**src/rtl/id_ex_skid_stage_pkg.sv**
```systemverilog
// Shared pipeline header for the decode/execute stage registers.
// Holds the packed control bundle layout (field offsets and widths), the
// default bundle width, and small helpers to build and inspect a bundle.
// Bundle layout, MSB to LSB: rf_wsel[1:0], branch[2:0], rf_we, alu_op[3:0],
// alub_sel, ram_we.
package id_ex_skid_stage_pkg;

    localparam int RAM_WE_OFF   = 0;
    localparam int RAM_WE_W     = 1;
    localparam int ALUB_SEL_OFF = 1;
    localparam int ALUB_SEL_W   = 1;
    localparam int ALU_OP_OFF   = 2;
    localparam int ALU_OP_W     = 4;
    localparam int RF_WE_OFF    = 6;
    localparam int RF_WE_W      = 1;
    localparam int BRANCH_OFF   = 7;
    localparam int BRANCH_W     = 3;
    localparam int RF_WSEL_OFF  = 10;
    localparam int RF_WSEL_W    = 2;

    localparam int CTRL_W_DEF   = RF_WSEL_OFF + RF_WSEL_W;

    // Assemble a control bundle from its fields.
    function automatic logic [CTRL_W_DEF-1:0] ctrl_pack(
        input logic [RF_WSEL_W-1:0]  rf_wsel,
        input logic [BRANCH_W-1:0]   branch,
        input logic [RF_WE_W-1:0]    rf_we,
        input logic [ALU_OP_W-1:0]   alu_op,
        input logic [ALUB_SEL_W-1:0] alub_sel,
        input logic [RAM_WE_W-1:0]   ram_we
    );
        logic [CTRL_W_DEF-1:0] c;
        c = {CTRL_W_DEF{1'b0}};
        c[RF_WSEL_OFF  +: RF_WSEL_W]  = rf_wsel;
        c[BRANCH_OFF   +: BRANCH_W]   = branch;
        c[RF_WE_OFF    +: RF_WE_W]    = rf_we;
        c[ALU_OP_OFF   +: ALU_OP_W]   = alu_op;
        c[ALUB_SEL_OFF +: ALUB_SEL_W] = alub_sel;
        c[RAM_WE_OFF   +: RAM_WE_W]   = ram_we;
        return c;
    endfunction

    // True when the bundle would write architectural state.
    function automatic logic ctrl_writes(input logic [CTRL_W_DEF-1:0] c);
        return c[RF_WE_OFF] | c[RAM_WE_OFF];
    endfunction

endpackage

```
**src/rtl/id_ex_skid_stage_if.sv**
```systemverilog
// Handshake and payload bundle between decode, the ID/EX stage and execute.
// master: the surrounding pipeline (drives instruction, flush, out_ready).
// slave:  the stage itself (drives in_ready, registered outputs, occupancy).
interface id_ex_skid_stage_if
    import id_ex_skid_stage_pkg::*;
#(
    parameter int DATA_W  = 32,
    parameter int NUM_OPS = 2,
    parameter int REG_AW  = 5,
    parameter int CTRL_W  = CTRL_W_DEF
);
    logic                      in_valid;
    logic                      in_ready;
    logic [DATA_W-1:0]         in_pc;
    logic [DATA_W-1:0]         in_pc4;
    logic [DATA_W-1:0]         in_imm;
    logic [REG_AW-1:0]         in_wr;
    logic [NUM_OPS*DATA_W-1:0] in_ops;
    logic [NUM_OPS-1:0]        fwd_en;
    logic [NUM_OPS*DATA_W-1:0] fwd_data;
    logic [CTRL_W-1:0]         in_ctrl;
    logic                      flush;
    logic                      out_valid;
    logic                      out_ready;
    logic [DATA_W-1:0]         out_pc;
    logic [DATA_W-1:0]         out_pc4;
    logic [DATA_W-1:0]         out_imm;
    logic [REG_AW-1:0]         out_wr;
    logic [NUM_OPS*DATA_W-1:0] out_ops;
    logic [CTRL_W-1:0]         out_ctrl;
    logic [1:0]                occupancy;

    modport master (
        output in_valid, in_pc, in_pc4, in_imm, in_wr, in_ops, fwd_en,
               fwd_data, in_ctrl, flush, out_ready,
        input  in_ready, out_valid, out_pc, out_pc4, out_imm, out_wr,
               out_ops, out_ctrl, occupancy
    );

    modport slave (
        input  in_valid, in_pc, in_pc4, in_imm, in_wr, in_ops, fwd_en,
               fwd_data, in_ctrl, flush, out_ready,
        output in_ready, out_valid, out_pc, out_pc4, out_imm, out_wr,
               out_ops, out_ctrl, occupancy
    );

endinterface

```
**src/rtl/id_ex_skid_stage_entry.sv**
```systemverilog
// One instruction entry of the ID/EX stage (used for both main and skid).
// Ports: clk, rst_n; load captures d_*; clr zeroes ctrl and wr (kills the
// instruction's side effects) while the data fields hold; q_* are the held
// fields. clr wins over load.
module id_ex_skid_stage_entry #(
    parameter int DATA_W  = 32,
    parameter int NUM_OPS = 2,
    parameter int REG_AW  = 5,
    parameter int CTRL_W  = 12
) (
    input  logic                      clk,
    input  logic                      rst_n,
    input  logic                      load,
    input  logic                      clr,
    input  logic [DATA_W-1:0]         d_pc,
    input  logic [DATA_W-1:0]         d_pc4,
    input  logic [DATA_W-1:0]         d_imm,
    input  logic [REG_AW-1:0]         d_wr,
    input  logic [NUM_OPS*DATA_W-1:0] d_ops,
    input  logic [CTRL_W-1:0]         d_ctrl,
    output logic [DATA_W-1:0]         q_pc,
    output logic [DATA_W-1:0]         q_pc4,
    output logic [DATA_W-1:0]         q_imm,
    output logic [REG_AW-1:0]         q_wr,
    output logic [NUM_OPS*DATA_W-1:0] q_ops,
    output logic [CTRL_W-1:0]         q_ctrl
);

    logic [DATA_W-1:0]         pc_r;
    logic [DATA_W-1:0]         pc4_r;
    logic [DATA_W-1:0]         imm_r;
    logic [REG_AW-1:0]         wr_r;
    logic [NUM_OPS*DATA_W-1:0] ops_r;
    logic [CTRL_W-1:0]         ctrl_r;

    // Entry storage: clear kills side effects, load captures, otherwise hold.
    always_ff @(posedge clk or negedge rst_n) begin
        if (!rst_n) begin
            pc_r   <= {DATA_W{1'b0}};
            pc4_r  <= {DATA_W{1'b0}};
            imm_r  <= {DATA_W{1'b0}};
            wr_r   <= {REG_AW{1'b0}};
            ops_r  <= {(NUM_OPS*DATA_W){1'b0}};
            ctrl_r <= {CTRL_W{1'b0}};
        end else if (clr) begin
            wr_r   <= {REG_AW{1'b0}};
            ctrl_r <= {CTRL_W{1'b0}};
        end else if (load) begin
            pc_r   <= d_pc;
            pc4_r  <= d_pc4;
            imm_r  <= d_imm;
            wr_r   <= d_wr;
            ops_r  <= d_ops;
            ctrl_r <= d_ctrl;
        end else begin
            pc_r   <= pc_r;
            pc4_r  <= pc4_r;
            imm_r  <= imm_r;
            wr_r   <= wr_r;
            ops_r  <= ops_r;
            ctrl_r <= ctrl_r;
        end
    end

    assign q_pc   = pc_r;
    assign q_pc4  = pc4_r;
    assign q_imm  = imm_r;
    assign q_wr   = wr_r;
    assign q_ops  = ops_r;
    assign q_ctrl = ctrl_r;

endmodule

```
**src/rtl/id_ex_skid_stage.sv**
```systemverilog
// ID/EX pipeline stage: valid/ready register with optional two-entry skid
// buffer, per-operand forwarding override at capture, and flush.
// Ports: clk, rst_n (async, active low), bus (slave side of
// id_ex_skid_stage_if: in_* / fwd_* / flush from decode, out_* / occupancy
// to execute, in_ready / out_ready handshakes).
// SKID=1: in_ready is the registered "skid empty" flag, so decode never
// sees a combinational path from execute. SKID=0: single entry, in_ready
// is combinational from out_ready.
module id_ex_skid_stage
    import id_ex_skid_stage_pkg::*;
#(
    parameter int DATA_W  = 32,
    parameter int NUM_OPS = 2,
    parameter int REG_AW  = 5,
    parameter int CTRL_W  = CTRL_W_DEF,
    parameter int SKID    = 1
) (
    input  logic               clk,
    input  logic               rst_n,
    id_ex_skid_stage_if.slave  bus
);

    localparam int OPS_W = NUM_OPS * DATA_W;

    logic              main_valid_r;
    logic              skid_valid_r;
    logic              main_valid_nxt_s;
    logic              skid_valid_nxt_s;
    logic              accept_s;
    logic              consume_s;
    logic              main_free_s;
    logic              in_ready_s;
    logic              main_load_s;
    logic              take_skid_s;
    logic [OPS_W-1:0]  cap_ops_s;

    logic [DATA_W-1:0] skid_pc_s;
    logic [DATA_W-1:0] skid_pc4_s;
    logic [DATA_W-1:0] skid_imm_s;
    logic [REG_AW-1:0] skid_wr_s;
    logic [OPS_W-1:0]  skid_ops_s;
    logic [CTRL_W-1:0] skid_ctrl_s;

    logic [DATA_W-1:0] main_d_pc_s;
    logic [DATA_W-1:0] main_d_pc4_s;
    logic [DATA_W-1:0] main_d_imm_s;
    logic [REG_AW-1:0] main_d_wr_s;
    logic [OPS_W-1:0]  main_d_ops_s;
    logic [CTRL_W-1:0] main_d_ctrl_s;

    // Forward override per channel, sampled only when the entry loads.
    for (genvar k = 0; k < NUM_OPS; k++) begin : g_fwd
        assign cap_ops_s[k*DATA_W +: DATA_W] = bus.fwd_en[k]
                                             ? bus.fwd_data[k*DATA_W +: DATA_W]
                                             : bus.in_ops[k*DATA_W +: DATA_W];
    end

    if (SKID != 0) begin : g_ready_skid
        assign in_ready_s = ~skid_valid_r;
    end else begin : g_ready_direct
        assign in_ready_s = ~main_valid_r | bus.out_ready;
    end

    assign accept_s    = bus.in_valid & in_ready_s;
    assign consume_s   = main_valid_r & bus.out_ready;
    assign main_free_s = ~main_valid_r | bus.out_ready;

    // Next-state of both entries; flush outranks accept and skid transfer.
    always_comb begin
        main_valid_nxt_s = main_valid_r;
        skid_valid_nxt_s = skid_valid_r;
        main_load_s      = 1'b0;
        take_skid_s      = 1'b0;
        if (bus.flush) begin
            main_valid_nxt_s = 1'b0;
            skid_valid_nxt_s = 1'b0;
        end else if (skid_valid_r) begin
            // in_ready is low here, so only the skid-to-main move can happen.
            if (consume_s) begin
                take_skid_s      = 1'b1;
                main_load_s      = 1'b1;
                main_valid_nxt_s = 1'b1;
                skid_valid_nxt_s = 1'b0;
            end else begin
                main_valid_nxt_s = main_valid_r;
            end
        end else if (main_free_s) begin
            if (accept_s) begin
                main_load_s      = 1'b1;
                main_valid_nxt_s = 1'b1;
            end else begin
                main_valid_nxt_s = 1'b0;
            end
        end else begin
            // Main full and stalled: an accept can only land in the skid.
            if (accept_s) begin
                skid_valid_nxt_s = 1'b1;
            end else begin
                skid_valid_nxt_s = skid_valid_r;
            end
        end
    end

    // Entry valid flags.
    always_ff @(posedge clk or negedge rst_n) begin
        if (!rst_n) begin
            main_valid_r <= 1'b0;
            skid_valid_r <= 1'b0;
        end else begin
            main_valid_r <= main_valid_nxt_s;
            skid_valid_r <= (SKID != 0) ? skid_valid_nxt_s : 1'b0;
        end
    end

    assign main_d_pc_s   = take_skid_s ? skid_pc_s   : bus.in_pc;
    assign main_d_pc4_s  = take_skid_s ? skid_pc4_s  : bus.in_pc4;
    assign main_d_imm_s  = take_skid_s ? skid_imm_s  : bus.in_imm;
    assign main_d_wr_s   = take_skid_s ? skid_wr_s   : bus.in_wr;
    assign main_d_ops_s  = take_skid_s ? skid_ops_s  : cap_ops_s;
    assign main_d_ctrl_s = take_skid_s ? skid_ctrl_s : bus.in_ctrl;

    id_ex_skid_stage_entry #(
        .DATA_W (DATA_W),
        .NUM_OPS(NUM_OPS),
        .REG_AW (REG_AW),
        .CTRL_W (CTRL_W)
    ) u_main (
        .clk   (clk),
        .rst_n (rst_n),
        .load  (main_load_s),
        .clr   (bus.flush),
        .d_pc  (main_d_pc_s),
        .d_pc4 (main_d_pc4_s),
        .d_imm (main_d_imm_s),
        .d_wr  (main_d_wr_s),
        .d_ops (main_d_ops_s),
        .d_ctrl(main_d_ctrl_s),
        .q_pc  (bus.out_pc),
        .q_pc4 (bus.out_pc4),
        .q_imm (bus.out_imm),
        .q_wr  (bus.out_wr),
        .q_ops (bus.out_ops),
        .q_ctrl(bus.out_ctrl)
    );

    if (SKID != 0) begin : g_skid
        logic skid_load_s;

        // The skid is written only when it was empty, never overwritten.
        assign skid_load_s = skid_valid_nxt_s & ~skid_valid_r & ~bus.flush;

        id_ex_skid_stage_entry #(
            .DATA_W (DATA_W),
            .NUM_OPS(NUM_OPS),
            .REG_AW (REG_AW),
            .CTRL_W (CTRL_W)
        ) u_skid (
            .clk   (clk),
            .rst_n (rst_n),
            .load  (skid_load_s),
            .clr   (bus.flush),
            .d_pc  (bus.in_pc),
            .d_pc4 (bus.in_pc4),
            .d_imm (bus.in_imm),
            .d_wr  (bus.in_wr),
            .d_ops (cap_ops_s),
            .d_ctrl(bus.in_ctrl),
            .q_pc  (skid_pc_s),
            .q_pc4 (skid_pc4_s),
            .q_imm (skid_imm_s),
            .q_wr  (skid_wr_s),
            .q_ops (skid_ops_s),
            .q_ctrl(skid_ctrl_s)
        );
    end else begin : g_no_skid
        assign skid_pc_s   = {DATA_W{1'b0}};
        assign skid_pc4_s  = {DATA_W{1'b0}};
        assign skid_imm_s  = {DATA_W{1'b0}};
        assign skid_wr_s   = {REG_AW{1'b0}};
        assign skid_ops_s  = {OPS_W{1'b0}};
        assign skid_ctrl_s = {CTRL_W{1'b0}};
    end

    assign bus.in_ready  = in_ready_s;
    assign bus.out_valid = main_valid_r;
    assign bus.occupancy = {1'b0, main_valid_r} + {1'b0, skid_valid_r};

endmodule
```
**src/flat_wrapper.sv**
```systemverilog
// flat-port wrapper written by rule: the top's interface ports become plain ports
module id_ex_skid_stage_flat import id_ex_skid_stage_pkg::*;
#(
    parameter int DATA_W  = 32,
    parameter int NUM_OPS = 2,
    parameter int REG_AW  = 5,
    parameter int CTRL_W  = CTRL_W_DEF,
    parameter int SKID    = 1
)
  (clk, rst_n, bus_in_valid, bus_in_pc, bus_in_pc4, bus_in_imm, bus_in_wr, bus_in_ops, bus_fwd_en, bus_fwd_data, bus_in_ctrl, bus_flush, bus_out_ready, bus_in_ready, bus_out_valid, bus_out_pc, bus_out_pc4, bus_out_imm, bus_out_wr, bus_out_ops, bus_out_ctrl, bus_occupancy);
  id_ex_skid_stage_if #(.DATA_W(DATA_W), .NUM_OPS(NUM_OPS), .REG_AW(REG_AW), .CTRL_W(CTRL_W)) bus_i ();
  input  logic clk;
  input  logic rst_n;
  input wire logic [$bits(bus_i.in_valid)-1:0] bus_in_valid;
  input wire logic [$bits(bus_i.in_pc)-1:0] bus_in_pc;
  input wire logic [$bits(bus_i.in_pc4)-1:0] bus_in_pc4;
  input wire logic [$bits(bus_i.in_imm)-1:0] bus_in_imm;
  input wire logic [$bits(bus_i.in_wr)-1:0] bus_in_wr;
  input wire logic [$bits(bus_i.in_ops)-1:0] bus_in_ops;
  input wire logic [$bits(bus_i.fwd_en)-1:0] bus_fwd_en;
  input wire logic [$bits(bus_i.fwd_data)-1:0] bus_fwd_data;
  input wire logic [$bits(bus_i.in_ctrl)-1:0] bus_in_ctrl;
  input wire logic [$bits(bus_i.flush)-1:0] bus_flush;
  input wire logic [$bits(bus_i.out_ready)-1:0] bus_out_ready;
  output wire logic [$bits(bus_i.in_ready)-1:0] bus_in_ready;
  output wire logic [$bits(bus_i.out_valid)-1:0] bus_out_valid;
  output wire logic [$bits(bus_i.out_pc)-1:0] bus_out_pc;
  output wire logic [$bits(bus_i.out_pc4)-1:0] bus_out_pc4;
  output wire logic [$bits(bus_i.out_imm)-1:0] bus_out_imm;
  output wire logic [$bits(bus_i.out_wr)-1:0] bus_out_wr;
  output wire logic [$bits(bus_i.out_ops)-1:0] bus_out_ops;
  output wire logic [$bits(bus_i.out_ctrl)-1:0] bus_out_ctrl;
  output wire logic [$bits(bus_i.occupancy)-1:0] bus_occupancy;
  assign bus_i.in_valid = bus_in_valid;
  assign bus_i.in_pc = bus_in_pc;
  assign bus_i.in_pc4 = bus_in_pc4;
  assign bus_i.in_imm = bus_in_imm;
  assign bus_i.in_wr = bus_in_wr;
  assign bus_i.in_ops = bus_in_ops;
  assign bus_i.fwd_en = bus_fwd_en;
  assign bus_i.fwd_data = bus_fwd_data;
  assign bus_i.in_ctrl = bus_in_ctrl;
  assign bus_i.flush = bus_flush;
  assign bus_i.out_ready = bus_out_ready;
  assign bus_in_ready = bus_i.in_ready;
  assign bus_out_valid = bus_i.out_valid;
  assign bus_out_pc = bus_i.out_pc;
  assign bus_out_pc4 = bus_i.out_pc4;
  assign bus_out_imm = bus_i.out_imm;
  assign bus_out_wr = bus_i.out_wr;
  assign bus_out_ops = bus_i.out_ops;
  assign bus_out_ctrl = bus_i.out_ctrl;
  assign bus_occupancy = bus_i.occupancy;
  id_ex_skid_stage #(.DATA_W(DATA_W), .NUM_OPS(NUM_OPS), .REG_AW(REG_AW), .CTRL_W(CTRL_W), .SKID(SKID)) u_core (.clk(clk), .rst_n(rst_n), .bus(bus_i));
endmodule
```
**config.mk**
```make
export PLATFORM = sky130hd
export DESIGN_NAME = id_ex_skid_stage_flat
export DESIGN_NICKNAME = d
export VERILOG_FILES = /design/src/rtl/id_ex_skid_stage_pkg.sv /design/src/rtl/id_ex_skid_stage_if.sv /design/src/rtl/id_ex_skid_stage_entry.sv /design/src/rtl/id_ex_skid_stage.sv /design/src/flat_wrapper.sv
export SDC_FILE = /design/constraint.sdc
export NUM_CORES = 1
export LEC_CHECK = 0
export BUFFER_PORTS_ARGS = -buffer_cell sky130_fd_sc_hd__buf_2
export CORE_MARGIN = 2
export CORE_UTILIZATION = 53
export DETAILED_ROUTE_END_ITERATION = 10
export PLACE_DENSITY_LB_ADDON = 0.05
export SYNTH_ARGS = -nofsm -noshare
export SYNTH_HDL_FRONTEND = slang
export SYNTH_SLANG_ARGS = --single-unit
```
**constraint.sdc**
```tcl
create_clock -name clk -period 2.7 [get_ports clk]
set_input_delay 0.405 -clock clk [delete_from_list [all_inputs] [get_ports clk]]
set_output_delay 0.405 -clock clk [all_outputs]
set_load 0.01 [all_outputs]
```
* Word-level counts from Yosys, hierarchy flattened *
Cells that the tools add are included.
Widths: inputs -> output; s select.

word-level totals
  logic and storage cells = 61
  bits of input ports = 248
  output and inout bits = 181
  bits in registers = 356

operators by class
  equal/unequal tests = 1
  reductions and logical operators = 6
  bitwise operators = 8
  muxes and demuxes = 31
  $add $sub $neg = 1

operators with widths
  cell                number
  $mux 32             5
  $mux 64             1
  $mux 12             5
  $mux 5              5
  $mux 1              15
  $reduce_and 2->1    3
  $and 1x1->1         4
  $reduce_bool 2->1   2
  $ne 3x3->1 const B  1
  $not 1->1           3
  $reduce_bool 3->1   1
  $add 1x1->2         1
  $or 1x1->1          1

* Longest topological paths before layout *
Gate-level depths: netlist of the first run.

  depth in word-level cells = 10
  mapped depth = 9

* Hierarchy *
Synthesis of the first run repeated with hierarchy kept, for this count alone.

unflattened totals
  cell total of the unflattened synthesis = 1,070
  area total of the unflattened synthesis = 17,695.7 sq um

by module, submodules not included
  module                  area each (sq um)  sequential area each (sq um)  cells an instance  times used
  id_ex_skid_stage_entry  7,085.5            4,429.2                       394                2
  id_ex_skid_stage        3,524.6            50.0                          282                1

* Worst setup path after synthesis of the first run *
OpenSTA, ideal clock, no wires.

  kind = reg-to-reg
  start point = register u_core.skid_valid_r
  end point = register u_core.g_skid.u_skid.pc4_r[16] (netlist: u_core.g_skid.u_skid.q_pc4[16])
  period minus slack after synthesis = 1.857 ns
  library setup time = 0.117 ns
  slack = 0.843 ns
  stages on the path, launching flop included = 10
  buffers on the path = 5
  arrival = 1.740 ns
  path through = dfrtp_1 buf_2 nand2b_4 or4b_1 buf_2 buf_6 buf_6 buf_6 nand2_1 nand2_1

between the ends
  word-level cells in the longest chain between the ends = 9

RTL lines
  item                                   line                                             RTL
  from (decl)                            id_ex_skid_stage.sv:26                           logic skid_valid_r;
  from (signal assigned)                 id_ex_skid_stage.sv:111                          skid_valid_r <= (SKID != 0) ? skid_valid_nxt_s : 1'b0;
  $not 1->1                              id_ex_skid_stage.sv:59, id_ex_skid_stage.sv:150
  $and 1x1->1                            id_ex_skid_stage.sv:64                           assign accept_s = bus.in_valid & in_ready_s;
  $mux 1                                 id_ex_skid_stage.sv:96                           if (accept_s) begin
  $mux 1                                 id_ex_skid_stage.sv:87                           end else if (main_free_s) begin
  $mux 1                                 id_ex_skid_stage.sv:77                           end else if (skid_valid_r) begin
  $mux 1                                 id_ex_skid_stage.sv:74                           if (bus.flush) begin
  $and 1x1->1 (*) (2 in series)          id_ex_skid_stage.sv:150                          assign skid_load_s = skid_valid_nxt_s & ~skid_valid_r & ~bus.flush;
  $reduce_and 2->1 (no source line) (*)  n/a
  to (signal assigned)                   id_ex_skid_stage_entry.sv:40                     pc4_r <= {DATA_W{1'b0}};
  to (signal assigned)                   id_ex_skid_stage_entry.sv:50                     pc4_r <= d_pc4;
  to (signal assigned)                   id_ex_skid_stage_entry.sv:57                     pc4_r <= pc4_r;
  to (decl)                              id_ex_skid_stage_entry.sv:30                     logic [DATA_W-1:0] pc4_r;

Every way passes the cells marked *; elsewhere a longest branch is shown, timed or not.
A chain may end at the register's enable or synchronous reset.

* Worst setup path in the final report of the first run *
  start point = register u_core.skid_valid_r
  end point = register u_core.g_skid.u_skid.pc_r[0] (netlist: u_core.g_skid.u_skid.q_pc[0])

between the ends
  word-level cells in the longest chain between the ends = 9

RTL lines
  item                                   line                                             RTL
  $not 1->1                              id_ex_skid_stage.sv:59, id_ex_skid_stage.sv:150
  $and 1x1->1                            id_ex_skid_stage.sv:64
  $mux 1                                 id_ex_skid_stage.sv:96
  $mux 1                                 id_ex_skid_stage.sv:87
  $mux 1                                 id_ex_skid_stage.sv:77
  $mux 1                                 id_ex_skid_stage.sv:74
  $and 1x1->1 (*) (2 in series)          id_ex_skid_stage.sv:150
  $reduce_and 2->1 (no source line) (*)  n/a
  to (signal assigned)                   id_ex_skid_stage_entry.sv:39                     pc_r <= {DATA_W{1'b0}};
  to (signal assigned)                   id_ex_skid_stage_entry.sv:49                     pc_r <= d_pc;
  to (signal assigned)                   id_ex_skid_stage_entry.sv:56                     pc_r <= pc_r;
  to (decl)                              id_ex_skid_stage_entry.sv:29                     logic [DATA_W-1:0] pc_r;

Marks and branches as above.

==> results of run 1 <==
==> how the worst max path moves through the flow <==
stage / from / depth (start not counted) / slack, ns / endpoint
after floorplan: u_core.skid_valid_r / 9 / 0.84 / u_core.g_skid.u_skid.q_pc4[16]
after global routing: u_core.skid_valid_r / 5 / 0.64 / u_core.u_main.q_pc[10]
after CTS: u_core.skid_valid_r / 5 / 0.77 / u_core.g_skid.u_skid.q_ctrl[2]
after global placement: bus_flush / 6 / 0.77 / u_core.u_main.q_pc[8]
after detailed placement: bus_flush / 6 / 0.73 / u_core.u_main.q_pc[28]
final: u_core.skid_valid_r / 5 / 0.77 / u_core.g_skid.u_skid.q_pc[0]
==> cells in the final DEF (no fill, tap or decap), types with 2 or more instances in the layout <==
cell type / netlist / routed
sky130_fd_sc_hd__a21oi_1: 2 / 2
sky130_fd_sc_hd__buf_12: 0 / 12
sky130_fd_sc_hd__buf_2: 43 / 427
sky130_fd_sc_hd__buf_4: 0 / 18
sky130_fd_sc_hd__clkbuf_1: 51 / 10
sky130_fd_sc_hd__clkbuf_16: 0 / 41
sky130_fd_sc_hd__clkbuf_8: 0 / 5
sky130_fd_sc_hd__clkinv_2: 0 / 4
sky130_fd_sc_hd__dfrtp_1: 356 / 356
sky130_fd_sc_hd__diode_2: 0 / 10
sky130_fd_sc_hd__inv_1: 2 / 2
sky130_fd_sc_hd__mux2i_1: 177 / 177
sky130_fd_sc_hd__nand2_1: 610 / 610
sky130_fd_sc_hd__nand3_1: 17 / 17
sky130_fd_sc_hd__nor2_1: 2 / 2
sky130_fd_sc_hd__o21ai_0: 285 / 285
sky130_fd_sc_hd__o21ai_1: 4 / 4
sky130_fd_sc_hd__o2bb2ai_1: 17 / 17
==> logic make-up (layout without fill, tap and decap cells) <==
family | count (synthesis) | after routing | share of synthesized area (%)
compound gates | 310 | 310 | 10.6
fa+ha+maj | 1 | 1 | 0.0816
buf+inv | 117 | 523 | 3.75
flops | 356 | 356 | 58.1
mux | 177 | 177 | 11.6
other cells | 0 | 10 | 0
simple gates | 635 | 635 | 15.9
==> sequential cells by signal, summed over array words and instances (netlist names) <==
name,cells
u_core.u_main.q_imm,32
u_core.u_main.q_ctrl,12
u_core.u_main.q_wr,5
u_core.u_main.q_pc4,32
u_core.g_skid.u_skid.q_pc4,32
u_core.g_skid.u_skid.q_wr,5
u_core.g_skid.u_skid.q_imm,32
u_core.skid_valid_r,1
u_core.bus.out_valid,1
u_core.u_main.q_pc,32
u_core.g_skid.u_skid.q_ops,64
u_core.u_main.q_ops,64
u_core.g_skid.u_skid.q_ctrl,12
u_core.g_skid.u_skid.q_pc,32
==> where the power goes <==
part           total (mW)  switching (mW)  internal (mW)
combinational        2.59            1.53           1.07
sequential           7.06           0.579           6.48
clock                4.90            2.01           2.88
==> layout make-up <==
type / count / area, um^2
Fill cell: 2431 / 9620
Sequential cell: 356 / 8910
Multi-Input combinational cell: 1123 / 5880
Timing Repair Buffer: 459 / 2540
Clock buffer: 56 / 1130
Tap cell: 384 / 480
Clock inverter: 5 / 28.8
Antenna cell: 10 / 25.0
Inverter: 3 / 11.3
==> synthesized netlist by cell type (all sizes together) <==
library cell  instances  share of area (%)
nand4b                1              0.057
ha                    1              0.082
o21ai               289                9.4
or4b                  1              0.065
o22a                  1              0.057
nor2                  2              0.049
nor4b                 1              0.098
dfrtp               356                 58
o2bb2ai              17               0.97
clkbuf               51                1.2
mux2i               177                 12
clkinv                1              0.024
nor3                  1              0.033
inv                   2              0.049
o221ai                1              0.057
buf                  63                2.4
and2                  1              0.041
nand3                17               0.55
a21oi                 2              0.065
nand2               610                 15
nand2b                1              0.090
==> stage by stage <==
step / setup slack (ns) / util, % / total power, mW / area [um^2] / hold slack, ns
after floorplan: 0.843 / - / 8.43 / 15300 / 0.109
after global placement: 0.773 / 62.2 / 9.65 / 17800 / 0.370
after detailed placement: 0.732 / 62.2 / 9.77 / 17800 / 0.363
after CTS: 0.766 / 66.3 / 14.7 / 19000 / 0.0762
after global routing: 0.638 / 66.4 / 15.4 / 19000 / 0.0879
final: 0.765 / 66.4 / 14.5 / 19000 / 0.0944
==> worst max-delay path, delay by kind of cell, from the launching register on <==
family	cells	cell delay, ns
flops	1	0.49
simple gates	4	0.97
buf+inv	1	0.32
==> repair_timing <==
item | 4_1_cts | 5_1_grt
hold buffers | 1 | 0
hold endpoints to repair | 50 | 0
gates resized for setup | 0 | 0
==> per-layer routing <==
layer,track usage (%),wire [um]
met2,40.1,17700
met5,0,41
met3,6.30,2690
met1,34.8,16900
met4,9.03,1240
==> impl_metrics.json, run 1 <==
{
  "outcome": "completed",
  "drt_iter0_markers": 892,
  "crit_path_top_delay_cell": "sky130_fd_sc_hd__or4b_4",
  "synthesis.area_per_instance_um2": 9.61,
  "reg2reg_slack_ns": 0.77,
  "worst-endpoint-required_ns": 3.10,
  "count_of_endpoints_failing_setup_in_the_final_report": 0,
  "final_period_minus_worst_setup_slack_ns": 1.93,
  "crit_arrival_ns": 2.33,
  "synth_cell_type_count": 24,
  "post_synth_inst_count": 1596,
  "first_global_vias": 11700,
  "floorplan.initialDensity_pct": 53.6,
  "syn-num-nets": 1845,
  "firstDrtPassIters": 5,
  "grt.total_usage_pct": 25.5,
  "grt_start_max_net_pins": 114,
  "power.leakage_nw": 10.9,
  "synthesized_flop_and_latch_total": 356,
  "ir_drop_mv": 0.548,
  "setup.worst_path.start_class": "flip-flop",
  "fin_worst_skew_ns": 0.0116,
  "die_h_um": 174,
  "antenna_violations_before_repair": 14,
  "clock_network_latency_to_the_later_pin_of_the_worst_skew_pair_ns": 0.51,
  "worst_path_largest_cell_delay_ns": 0.54,
  "critical_path.max_fanout": 50,
  "die_width_um": 174,
  "wl_final_mm": 38.7,
  "placedCellCount": 2324,
  "slew_headroom_pct": 59.2,
  "timing_max_transition_violations_final": 0,
  "final_layout_size_suffix_gt1_share_pct": 25.6,
  "max_cap_violations": 0,
  "post-dp-hpwl_mm": 26.2,
  "ioPinCount": 429,
  "path_class": "flip-flop to flip-flop",
  "reg2reg_from": "u_core.skid_valid_r",
  "clock_tree.htree_level_count": 2,
  "synth_seq_area_share_pct": 58.1,
  "cell_count_of_the_worst_reg_to_reg_path": 5,
  "grt_remaining_overflow": 0,
  "cts_num_sinks": 356,
  "cell_area_synth_mm2": 0.0153,
  "min_from": "bus_in_pc[6]",
  "vias": 12200,
  "cpMostUsedCell": "sky130_fd_sc_hd__nand2_1",
  "globalplace.congestion": 0.817,
  "reg2reg_to": "u_core.g_skid.u_skid.q_pc[0]",
  "finalNonFillerCells": 2396,
  "worstMarginPinSlew_ns": 0.611,
  "die_outline_area_mm2": 0.0303,
  "viasPerCell": 5.09,
  "worstPathCellList": "nand2b_4, or4b_4, buf_4, nand2_1, nand2_1",
  "coreArea_mm2": 0.0286,
  "achievable-frequency_ghz": 0.517,
  "finalHoldViolations": 0,
  "numCtsBuffers": 38,
  "path_clk_slew_ns": 0.06,
  "synth_warnings": 0,
  "clock-root-buffer": "sky130_fd_sc_hd__clkbuf_16",
  "power_density_mw_per_mm2": 766,
  "worst_case_hold_path_end_point": "u_core.g_skid.u_skid.q_pc[6]",
  "detail_route.drc_violations": 0,
  "worst_hold_path_type": "input pin to flip-flop",
  "port_buffers": 428,
  "ctsLongestPathBuffers": 3,
  "ant_nets": 0,
  "period_share_pct": 71.7,
  "routed_wire_length_per_instance_um": 16.1,
  "fp-row-count": 62,
  "cts_post_setup_buffers_inserted": 0,
  "cts_tree": "built",
  "whs_path_depth": 3,
  "area_growth_syn_to_layout_pct": 23.9,
  "nets": 2230,
  "setup_total_negative_slack_ns": 0,
  "grt_setup_unrepaired": "no",
  "grt_first_pass_wirelength_mm": 62.3,
  "critical_path.endpoint_type": "flip-flop"
}
Note: power is estimated with default switching activity, not from simulation.
==> inputs of run 2 (changes only) <==
- clock period: 2.7 -> 2.03 ns (I/O delays scaled with it)
==> run 2 against run 1 <==
Against the previous run:
- fmax rose by 4.8%
- register-to-register slack got worse by 0.58 ns
- first-iteration DRC count rose by 0.22%
- sequential share of layout area fell by 1.7 points
- largest cell class unchanged
- cell area rose by 3.8%
- critical endpoint is now u_core.u_main.q_pc[13]
- largest power group unchanged
- critical path type unchanged
- total power rose by 34%
- sequential power rose by 34%
==> impl_metrics.json, run 2 (synthesis gave the netlist of run 1 again) <==
{
  "ctsLongestPathBuffers": 3,
  "cts_tree": "built",
  "clock_network_latency_to_the_later_pin_of_the_worst_skew_pair_ns": 0.51,
  "worst_hold_path_type": "input pin to flip-flop",
  "clock_power_share_pct": 33.1,
  "clock-root-buffer": "sky130_fd_sc_hd__clkbuf_16",
  "comb_power_share_pct": 18.3,
  "power.leakage_nw": 11.2,
  "fin_worst_skew_ns": 0.0112,
  "area_growth_syn_to_layout_pct": 28.7,
  "die_outline_area_mm2": 0.0303,
  "wl_final_mm": 39.5,
  "post-dp-hpwl_mm": 27.1,
  "timing_max_transition_violations_final": 0,
  "net-switching-power_mw": 5.56,
  "share_of_power_burned_in_registers_pct": 48.6,
  "topRoutingLayerUsed": "met4",
  "finalHoldViolations": 0,
  "path_clk_slew_ns": 0.06,
  "antenna_violations_before_repair": 2,
  "floorplan.initialDensity_pct": 53.6,
  "cp_top_family": "flip-flops",
  "period_share_pct": 90.9,
  "route.met2.wl_mm": 18.7,
  "worstPathCellList": "nand4b_1, buf_12, buf_12, mux2i_1, o21ai_0",
  "achievable-frequency_ghz": 0.542,
  "critical_path.max_fanout": 36,
  "worst_path_largest_cell_delay_ns": 0.55,
  "path_class": "flip-flop to flip-flop",
  "port_buffers": 428,
  "grt_remaining_overflow": 0,
  "firstDrtPassIters": 5,
  "ant_nets": 0,
  "globalplace.congestion": 0.779,
  "sw_frac_of_total_pct": 28.6,
  "reg2reg_to": "u_core.u_main.q_pc[13]",
  "drt_iter0_markers": 894,
  "die_h_um": 174,
  "worst-endpoint-required_ns": 2.43,
  "grt_setup_unrepaired": "no",
  "final_common_cell": "sky130_fd_sc_hd__nand2_1",
  "grt.total_usage_pct": 26.1,
  "final_layout_size_suffix_gt1_share_pct": 25.3,
  "ir_drop_mv": 0.639,
  "crit_arrival_ns": 2.25,
  "reg2reg_slack_ns": 0.18,
  "slew_headroom_pct": 59.9,
  "total_design_power_mw": 19.5,
  "crit_path_top_delay_cell": "sky130_fd_sc_hd__dfrtp_1",
  "first_global_vias": 12300,
  "count_of_endpoints_failing_setup_in_the_final_report": 0,
  "reg2reg_from": "u_core.bus.out_valid",
  "cts_post_setup_buffers_inserted": 0,
  "cts_num_sinks": 356,
  "vias": 12600,
  "die_width_um": 174,
  "max_cap_violations": 0,
  "coreArea_mm2": 0.0286,
  "worst_case_hold_path_end_point": "u_core.g_skid.u_skid.q_imm[21]",
  "outcome": "completed",
  "fp-row-count": 62,
  "min_from": "bus_in_imm[21]",
  "internal_power_mw": 13.9,
  "cp.buffers_inverters": 2,
  "grt_start_max_net_pins": 123,
  "power_density_mw_per_mm2": 986,
  "nets": 2293,
  "grt_first_pass_wirelength_mm": 63.9,
  "worstMarginPinSlew_ns": 0.602,
  "metal1_wirelength_mm": 17.1,
  "mostFrequentLayoutCells": "610 x sky130_fd_sc_hd__nand2_1, 427 x sky130_fd_sc_hd__buf_2, 356 x sky130_fd_sc_hd__dfrtp_1, 285 x sky130_fd_sc_hd__o21ai_0, 177 x sky130_fd_sc_hd__mux2i_1",
  "num-fill-cells": 2274,
  "clock_tree.htree_level_count": 2,
  "cell_count_of_the_worst_reg_to_reg_path": 5,
  "critical_path.endpoint_type": "flip-flop",
  "whs_path_depth": 3,
  "postCtsResizedCells": 0,
  "detail_route.drc_violations": 0,
  "routed_wire_length_per_instance_um": 16.1,
  "wl_met3_mm": 2.56,
  "ioPinCount": 429,
  "pre_cts_slack_ns": 0.228,
  "setup.worst_path.start_class": "flip-flop",
  "layout_setup_ws_ns": 0.184,
  "cpMostUsedCell": "sky130_fd_sc_hd__buf_12",
  "utilization_pct": 68.9,
  "viasPerCell": 5.13,
  "final_period_minus_worst_setup_slack_ns": 1.85,
  "setup_total_negative_slack_ns": 0,
  "numCtsBuffers": 38,
  "finalHoldWorstSlack_ns": 0.00585
}
run 2: changes by cell type in the layout (fill, tap and decap cells not counted), sizes merged:
cell         previous run  this run
dlygate4sd3             1        51
clkinvlp                0         2
bufinv                  0         1
clkinv                  5         3
diode                  10         1
buf                   458       471
run 2: cell type report:
cell class	count	area, um^2	area share (%)
Sequential cell	356	8910	45.2
Multi-Input combinational cell	1123	5880	29.8
Timing Repair Buffer	522	3310	16.8
Clock buffer	56	1070	5.42
Tap cell	384	480	2.44
Clock inverter	6	63.8	0.324
Inverter	3	11.3	0.0571
Antenna cell	1	2.50	0.0127
run 2: metrics by stage:
stage,cell area [um^2],cells
floorplan,15300,1596
global placement,18100,2337
detailed placement,18100,2337
CTS,19700,2449
global route,19700,2451
finish,19700,2451
run 2: repair_timing:
action                                  4_1_cts  5_1_grt
hold endpoints to repair                     87        1
hold buffers                                 50        1
endpoints found under the setup margin        0        0
run 2: worst max-delay path by stage:
stage,startpoint,endpoint,slack [ns],cells after the start
2_1_floorplan,u_core.skid_valid_r,u_core.g_skid.u_skid.q_pc4[16],0.17,9
6_report,u_core.bus.out_valid,u_core.u_main.q_pc[13],0.18,5
3_3_place_gp,u_core.bus.out_valid,u_core.u_main.q_imm[13],0.27,5
5_1_grt,u_core.bus.out_valid,u_core.u_main.q_ops[0],0.1,4
4_1_cts,u_core.bus.out_valid,u_core.u_main.q_ops[11],0.21,5
3_5_place_dp,u_core.bus.out_valid,u_core.u_main.q_ops[11],0.23,5
run 2: layer usage:
metal  vias to the layer above  GRT usage [%]
li1                       6178              -
met1                      5903           35.9
met2                       420           42.9
met3                        70           4.77
met4                         0           7.46
met5                         -              0
run 2: power by group through the flow:
stage / Clock (mW) / Sequential [mW] / Combinational, mW
2_1_floorplan: 0 / 9.73 / 1.49
3_3_place_gp: 0 / 9.50 / 3.39
6_report: 6.45 / 9.45 / 3.55
4_1_cts: 6.57 / 9.44 / 3.61
5_1_grt: 6.90 / 9.63 / 4.03
3_5_place_dp: 0 / 9.55 / 3.52
run 2: tightest hold or removal path, delay by kind of cell:
family	cells	cell delay, ns
and+or+nand+nor	2	0.09
buffers and inverters	1	0.09
